$ cat src/rtl/mips_exec_unit.sv
// mips_exec_unit: execute stage with ALU control decode, 32-bit ALU, branch-target adder and ALUOut/zero holding registers
module mips_exec_unit (
  input  logic        clk,
  input  logic        reset,
  input  logic [1:0]  alu_op,
  input  logic [5:0]  func_code,
  input  logic [4:0]  shamt,
  input  logic [31:0] a,
  input  logic [31:0] b,
  input  logic [31:0] pc_in,
  input  logic [31:0] offset,
  input  logic        alu_load,
  output logic [3:0]  alu_ctrl,
  output logic [31:0] result,
  output logic        zero,
  output logic [31:0] add_out,
  output logic [31:0] alu_out_q,
  output logic        zero_q
);
  logic [3:0]  funct_ctrl;
  logic [31:0] alu_out_d;
  logic        zero_d;
  always_comb begin
    case (func_code)
      6'b100000, 6'b100001: funct_ctrl = 4'b0010;
      6'b100010, 6'b100011: funct_ctrl = 4'b0110;
      6'b100100:            funct_ctrl = 4'b0000;
      6'b100101:            funct_ctrl = 4'b0001;
      6'b100110:            funct_ctrl = 4'b0011;
      6'b100111:            funct_ctrl = 4'b1100;
      6'b101010:            funct_ctrl = 4'b0111;
      6'b101011:            funct_ctrl = 4'b1000;
      6'b000000:            funct_ctrl = 4'b1001;
      6'b000010:            funct_ctrl = 4'b1010;
      6'b000011:            funct_ctrl = 4'b1011;
      default:              funct_ctrl = 4'b1111;
    endcase
    alu_ctrl = alu_op == 2'b00 ? 4'b0010 :
               alu_op == 2'b01 ? 4'b0110 :
               alu_op == 2'b11 ? 4'b0001 : funct_ctrl;
  end
  always_comb begin
    case (alu_ctrl)
      4'b0010: result = a + b;
      4'b0110: result = a - b;
      4'b0000: result = a & b;
      4'b0001: result = a | b;
      4'b0011: result = a ^ b;
      4'b1100: result = ~(a | b);
      4'b0111: result = {31'd0, $signed(a) < $signed(b)};
      4'b1000: result = {31'd0, a < b};
      4'b1001: result = b << shamt;
      4'b1010: result = b >> shamt;
      4'b1011: result = $unsigned($signed(b) >>> shamt);
      default: result = 32'd0;
    endcase
    zero = result == 32'd0;
    add_out = pc_in + offset;
    alu_out_d = alu_load ? result : alu_out_q;
    zero_d = alu_load ? zero : zero_q;
  end
  always_ff @(posedge clk) begin
    if (!reset) begin
      alu_out_q <= 32'd0;
      zero_q <= 1'b0;
    end else begin
      alu_out_q <= alu_out_d;
      zero_q <= zero_d;
    end
  end
endmodule

$ cat config.mk
export PLATFORM = sky130hd
export DESIGN_NAME = mips_exec_unit
export DESIGN_NICKNAME = d
export VERILOG_FILES = /design/src/rtl/mips_exec_unit.sv
export SDC_FILE = /design/constraint.sdc
export NUM_CORES = 1
export LEC_CHECK = 0
export BUFFER_PORTS_ARGS = -buffer_cell sky130_fd_sc_hd__buf_2
export CAP_MARGIN = 20
export CORE_AREA = 10 10 250 252
export CTS_BUF_LIST = sky130_fd_sc_hd__clkbuf_8
export DETAILED_ROUTE_END_ITERATION = 10
export DIE_AREA = 0 0 260 262
export GPL_TIMING_DRIVEN = 0
export SETUP_SLACK_MARGIN = 0.02
export SYNTH_ARGS = -nofsm -noshare
export SYNTH_HDL_FRONTEND = slang
export SYNTH_SLANG_ARGS = --single-unit
$ cat constraint.sdc
create_clock -name clk -period 4.8 [get_ports clk]
set_input_delay 0 -clock clk [delete_from_list [all_inputs] [get_ports clk]]
set_output_delay 0 -clock clk [all_outputs]
set_load 0.1 [all_outputs]
==> results of run 1 <==
## layout by cell type, fill, tap and decap left out, types with 13 or more instances in the layout
master    instances
a31oi_1          22
buf_2           273
nor2_1          212
o211a_1          15
mux4_2           72
inv_1           131
clkbuf_2         29
o22ai_1          16
nor2b_1          16
dfxtp_1          33
a21oi_1         147
a21o_1           35
nand4_1          19
o21bai_1         18
a22oi_1          22
mux2i_1          37
nand2_1         172
nand3_1          46
o211ai_1         20
a221o_1          14
nand2b_1         29
and3_1           17
or2_2            13
nor3_1           56
o31ai_1          15
ha_1            130
mux2_2           39
o221ai_1         14
o21a_1           16
buf_4            24
o21ai_0          84
clkbuf_1         55
a211oi_1         38
xnor2_1          34
## worst max path at each step
stage / start / end / slack [ns]
floorplan: func_code[0] / zero / -0.75
global placement: shamt[3] / zero / -1.81
detailed placement: b[11] / zero / -1.24
CTS: shamt[1] / zero / 0.02
global route: b[3] / zero / 0.02
finish: func_code[0] / zero / 0.12
## registers in the layout (all words and copies together), names as in the netlist
signal / count
alu_out_q: 32
zero_q: 1
## critical path, stage by stage
cell and delay (ns):
buf_2 0.22, inv_12 0.04, ha_4 0.14, or4bb_1 0.56
nand3_1 0.16, buf_4 0.21, o31ai_1 0.18, buf_2 0.23
clkbuf_2 0.31, a22oi_1 0.24, o21ai_0 0.15, a2111oi_2 0.49
buf_2 0.25, nand4_1 0.15, nor4_4 0.22, nand4_1 0.14
nor4_2 0.32, nand3_1 0.21, nor2_1 0.19, buf_6 0.25
## timing repair
item / 4_1_cts / 5_1_grt
hold buffers: 1 / 0
pin swaps: 3 / 5
gates resized for setup: 82 / 44
endpoints found under the setup margin: 4 / 1
hold endpoints to repair: 2 / 0
setup buffers: 3 / 6
## power by group through the flow
stage	Sequential, µW	Clock (µW)	Combinational (µW)
6_report	310	211	3230
5_1_grt	313	219	3340
4_1_cts	310	214	3120
3_5_place_dp	316	0	3070
3_3_place_gp	315	0	3080
2_1_floorplan	496	0	2050
## layout make-up
type	instances	area [µm²]
Fill cell	6382	40410
Tap cell	765	957.2
Clock buffer	6	82.58
Timing Repair Buffer	262	1365
Antenna cell	1	2.502
Sequential cell	33	660.6
Inverter	137	535.5
Multi-Input combinational cell	1629	12590
Clock inverter	1	3.754
Buffer	146	764.5
## metal layers
| layer | part of all wire (%) | vias to the layer above | global-route usage, % | wire, µm |
|---|---|---|---|---|
| met1 | 38 | 8826 | 30.88 | 33680 |
| met2 | 43 | 1454 | 37.87 | 38120 |
| met5 | 0.026 | - | 0 | 23 |
| met4 | 6.8 | 4 | 14.46 | 6093 |
| met3 | 13 | 290 | 6.590 | 11220 |
| li1 | - | 7909 | - | - |
## logic make-up after synthesis
| logic type | Yosys count |
|---|---|
| AO/OA/AOI/OAI | 659 |
| XOR/XNOR | 41 |
| adder cells (fa/ha/maj) | 136 |
| buffers and inverters | 300 |
| flip-flops | 33 |
| multiplexers | 152 |
| AND/OR/NAND/NOR | 641 |
## through the flow
step	power, µW	cells	setup TNS [ns]	instance area [µm²]
after floorplan	2545	1962	-0.7458	14230
after global placement	3398	2968	-4.895	16390
after detailed placement	3390	2979	-2.849	16480
after CTS	3645	2976	0	16790
after global routing	3875	2979	0	16960
final	3749	2980	0	16960
==> summary.md, run 1 <==
| Metric | Value |
|---|---|
| Commonest cells post-synth | `nor2_1, nand2_1, a21oi_1, ha_1, inv_1` |
| Ports | `246` |
| Final worst path period share | `97.49%` |
| Core box area | `57370 µm²` |
| CP Max Fanout | `10` |
| Die height | `262 µm` |
| Synthesis-stage register bit count | `33` |
| Most frequent cell after synthesis | `nor2_1` |
| Slew Limit Fails | `0` |
| Post-Syn Area | `14180 µm²` |
| Utilization after layout | `29.56%` |
| Routed vias/inst | `6.202` |
| Largest area contributor in the netlist | `ha_1` |
| Flop2flop setup slack | `4.01 ns` |
| Sequential area share after synthesis | `4.659%` |
| Reg power frac | `8.3%` |
| Gr ovfl total | `0` |
| Worst VDD drop | `0.2496 mV` |
| Root Driver | `clkbuf_8` |
| Status | `finished, final reports clean` |
| Max cap viols | `0` |
| Number of flops mapped to enable cells by yosys | `0` |
| Placer congestion estimate | `1.105` |
| Top cell type's share of synthesized area | `11.74%` |
| Xor/xnor cell area share of the yosys netlist | `2.532%` |
| DPL Wire Length | `73.14 mm` |
| Max_slew headroom | `27.21%` |
| Largest net degree at the start of global routing | `17` |
| DR WL/cell | `29.91 µm` |
| Logic pwr share | `86.1%` |
| Critical Path AT | `4.68 ns` |
| Fmax | `213.7 MHz` |
| CP startpoint kind | `primary input` |
| Final setup viols | `0` |
| Hold Path Depth | `3` |
| Fin nets | `2494` |
| Final WL | `89.14 mm` |
| Total CTS buffers | `5` |
| Final clock skew | `0 ns` |
| Area Overhead vs Synth | `19.59%` |
| CTS tree | `done` |
| Largest family of logic cells by synthesized area | `compound AO/OA/AOI/OAI gates` |
| Routed Antenna Nets | `0` |
| Async set-reset flop share out of synthesis | `0%` |
| Critical R2R Capture | `alu_out_q[31]` |
| Mean Syn Cell Area | `7.227 µm²` |
| First-pass GRT wire length | `125.8 mm` |
| Routed vias | `18480` |
| Yosys warning count | `0` |
| Initial antenna violation count | `2` |
| PortBufs | `241` |
| Final WS setup | `0.1207 ns` |
| Pre-CTS WS | `-1.241 ns` |
| Clock Latency Late Sink | `0.29 ns` |
| Reg2reg start | `alu_out_q[31]` |
| Required time of the critical path | `4.80 ns` |
| Hold path startpoint | `alu_load` |
| Power Density | `221.1 nW/µm²` |
| Gate count of the mapped netlist | `1962` |
| Global-route usage over all layers | `24.74%` |
| Vias in the first global route | `17650` |
| Slew @ Worst Pin | `1.064 ns` |
| Min Hold Slack | `0.1273 ns` |
| NetSw | `2532 µW` |
| DRC violations left | `0` |
| Worst Reg-to-Reg Cells | `2` |
| Post-Synthesis Net Count | `2242` |
| Synth cell types | `99` |
| Die W | `260 µm` |
| Top_reg_cell synth | `dfxtp_1` |
| Clock Sinks | `33` |
| Share of cells above drive strength 1 | `25.11%` |
| Drt pass-1 iters | `6` |
| Clock transition at path regs | `0.07 ns` |
| Final hold violations | `0` |
| Post-synthesis mux area share | `17.43%` |
| Hold endpoint | `zero_q` |
| Rows | `88` |
| Cell Int Power | `1217 µW` |
| Die area | `68120 µm²` |
| Worst min path class | `in -> reg` |
| H-tree Lvls | `2` |
| Leak pwr | `0.007272 µW` |
| RSZ-0062 raised after global routing | `false` |
| Post-Synth Simple-Gate Area | `21.18%` |
| Top cells by area, synth | `ha_1, mux4_2, nor2_1, a21oi_1, dfxtp_1` |
| Compound-Gate Fraction of Synth Area | `33.23%` |
| Clk network pwr share | `5.6%` |
| DRT iter0 DRCs | `2445` |
| Starting Density | `24.72%` |
| Fin crit period | `4.679 ns` |
| Kind of critical path | `in -> out` |
| Switching share of power | `67.54%` |
| CTS max path bufs | `2` |
| Adder-cell share of the synthesized area | `12.16%` |
| Worst setup EP type | `output port` |
Power figures use the tool's default switching activity.
==> run 2: changes to the inputs <==
--- a/config.mk
+++ b/config.mk
@@ -6,9 +6,8 @@
 export NUM_CORES = 1
 export LEC_CHECK = 0
 export BUFFER_PORTS_ARGS = -buffer_cell sky130_fd_sc_hd__buf_2
-export CAP_MARGIN = 20
 export CORE_AREA = 10 10 250 252
-export CTS_BUF_LIST = sky130_fd_sc_hd__clkbuf_8
+export CTS_BUF_LIST = sky130_fd_sc_hd__clkbuf_8 sky130_fd_sc_hd__clkbuf_16
 export DETAILED_ROUTE_END_ITERATION = 10
 export DIE_AREA = 0 0 260 262
 export GPL_TIMING_DRIVEN = 0
==> summary.md, run 2 (synthesized netlist as in run 1, its figures left out) <==
| Metric | Value |
|---|---|
| Core box area | `57370 µm² (unchanged)` |
| Area Overhead vs Synth | `19.78%` |
| RSZ-0062 raised after global routing | `true` |
| Final hold violations | `0 (unchanged)` |
| Rows | `88 (unchanged)` |
| Failing checks | `capacitance limit` |
| Worst VDD drop | `0.3099 mV (+24%)` |
| Met1 GRT Util | `31.05% (+0.17 points)` |
| First-pass GRT wire length | `126.0 mm (+0.17%)` |
| GRT Max-Usage Layer | `met2` |
| CTS tree | `done` |
| Gr ovfl total | `0 (unchanged)` |
| Ports | `246 (unchanged)` |
| CTS max path bufs | `2 (unchanged)` |
| Final std cell area, no fill | `16990 µm² (+0.16%)` |
| Die height | `262 µm (unchanged)` |
| Fin nets | `2491 (-0.12%)` |
| Most frequent cells in the layout | `buf_2, nor2_1, nand2_1` |
| Worst min path class | `in -> reg` |
| PortBufs | `241 (unchanged)` |
| Met2 Track Usage GR | `38.47% (+0.60 points)` |
| Reg2reg start | `alu_out_q[31]` |
| Final Non-Filler Cells | `2978 (-0.067%)` |
| Biggest regs | `alu_out_q (32), zero_q (1)` |
| Vias in the first global route | `17740 (+0.53%)` |
| Leak pwr | `0.007275 µW (about the same)` |
| Hold path startpoint | `alu_load` |
| Placer congestion estimate | `1.105 (unchanged)` |
| Kind of critical path | `in -> out` |
| Initial antenna violation count | `3 (+1)` |
| Area of placed instances | `16430 µm² (-0.30%)` |
| Critical path's top delay family | `compound AO/OA/AOI/OAI gates` |
| Worst setup EP type | `output port` |
| Critical Path AT | `4.73 ns (+0.05 ns)` |
| Routed vias/inst | `6.181 (-0.35%)` |
| Global-route usage over all layers | `24.76% (about the same)` |
| Biggest register | `alu_out_q` |
| Max_slew headroom | `1.621% (-26 points)` |
| Routed Antenna Nets | `0 (unchanged)` |
| Most frequent cell on the critical path | `a21oi_1` |
| Slew @ Worst Pin | `1.438 ns (+0.3742 ns)` |
| Final WL | `89.31 mm (+0.20%)` |
| Drt pass-1 iters | `6 (unchanged)` |
| Final setup viols | `0 (unchanged)` |
| Clock Sinks | `33 (unchanged)` |
| Critical R2R Capture | `alu_out_q[31]` |
| Commonest non-fill, non-tap cell in the layout | `buf_2` |
| Slew Limit Fails | `0 (unchanged)` |
| DR WL/cell | `29.99 µm (+0.26%)` |
| Fmax | `211.5 MHz (-1.0%)` |
| Total CTS buffers | `5 (unchanged)` |
| Final Power | `3844 µW (+2.5%)` |
| CP startpoint kind | `primary input` |
| Crit-path max cell delay | `0.44 ns (-0.12 ns)` |
| Root Driver | `clkbuf_16` |
| Starting Density | `24.72% (unchanged)` |
| H-tree Lvls | `2 (unchanged)` |
| Final worst path period share | `98.50% (+1.0 points)` |
| Largest register FFs | `32 (unchanged)` |
| Min Hold Slack | `0.1355 ns (+0.008286 ns)` |
| Hold endpoint | `zero_q` |
| DRT iter0 DRCs | `2750 (+12%)` |
| Flop2flop setup slack | `4.01 ns (about the same)` |
| Buffers & Inverters on Critical Path | `5 (-2)` |
| Max cap viols | `1 (+1)` |
| Worst Reg-to-Reg Cells | `2 (unchanged)` |
| Share of cells above drive strength 1 | `24.91% (-0.20 points)` |
| Setup TNS | `0 ns (unchanged)` |
| Hold Path Depth | `3 (unchanged)` |
| Fin crit period | `4.728 ns (+0.04869 ns)` |
| CP Max Fanout | `10 (unchanged)` |
| Routed vias | `18410 (-0.42%)` |
| Clock transition at path regs | `0.05 ns (-0.02 ns)` |
| Final clock skew | `0 ns (unchanged)` |
| Largest net degree at the start of global routing | `16 (-1)` |
| Status | `complete, but fails checks` |
| DPL Wire Length | `72.92 mm (-0.31%)` |
| Met3 Use GR | `6.177% (-0.41 points)` |
| Placed Cells incl. Taps | `2972 (-0.23%)` |
| Required time of the critical path | `4.80 ns (about the same)` |
| Critical Path, Cell by Cell | `buf_2 > clkbuf_2 > clkinvlp_4 > ha_1 > clkbuf_2 > a21oi_1 > o21ai_0 > a21oi_1 > o31ai_1 > a21oi_2 > o21ai_1 > a21oi_1 > o21bai_1 > nand3_1 > a311oi_1 > nand3_1 > nor2_1 > buf_6` |
| Clock Latency Late Sink | `0.28 ns (about the same)` |
| Die area | `68120 µm² (unchanged)` |
| DRC violations left | `0 (unchanged)` |
| Power Density | `226.3 nW/µm² (+2.4%)` |
| Die W | `260 µm (unchanged)` |
| Critical path's slowest cell | `o21ai_0` |
-- run 2: metrics by stage --
stage | worst slack (ns) | utilization (%)
2_1_floorplan | -0.7458 | -
3_3_place_gp | -1.813 | 28.57
3_5_place_dp | -1.292 | 28.64
5_1_grt | -0.02456 | 29.60
6_report | 0.07199 | 29.61
4_1_cts | -0.06874 | 29.23
-- run 2: layout make-up --
class                   count  area [µm²]
repair buffers            258        1340
diodes                      1       2.502
clock buffers               5       125.1
well taps                 765       957.2
plain buffers             147       750.7
fillers                  6335       40380
flip-flops and latches     33       660.6
multi-input cells        1629       12600
inverters                 137       539.3
clock inverters             3       13.76
-- run 2: report_power, final --
part	internal, µW	leakage [µW]	total [µW]	switching [µW]
registers	299	0.000273	311	11.4
clock network	188	0.0000748	305	117
logic	805	0.00693	3230	2420
total	1290	0.00728	3840	2550
-- run 2: metal layers --
metal / share of wire, % / up-vias
met1: 38 / 8743
met4: 6.7 / 4
met3: 12 / 321
met2: 43 / 1420
li1: - / 7918
met5: 0.027 / -
-- run 2: worst max-delay path by stage --
stage | startpoint | to | cells after the start | slack, ns
CTS | shamt[2] | zero | 18 | -0.07
global route | func_code[0] | zero | 17 | -0.02
finish | b[12] | zero | 18 | 0.07
floorplan | func_code[0] | zero | 15 | -0.75
detailed placement | b[6] | zero | 17 | -1.29
global placement | shamt[3] | zero | 16 | -1.81
-- run 2: tightest hold or removal path, stage by stage --
cell,delay (ns)
buf_2,0.11
clkinv_1,0.16
o41ai_2,0.10
-- run 2: repair_timing --
item / CTS / global route
buffers inserted: 2 / 10
resized for setup: 67 / 57
setup endpoints to repair: 8 / 3
pin swaps: 2 / 6
hold buffers: 1 / 0
endpoints found under the hold margin: 2 / 0
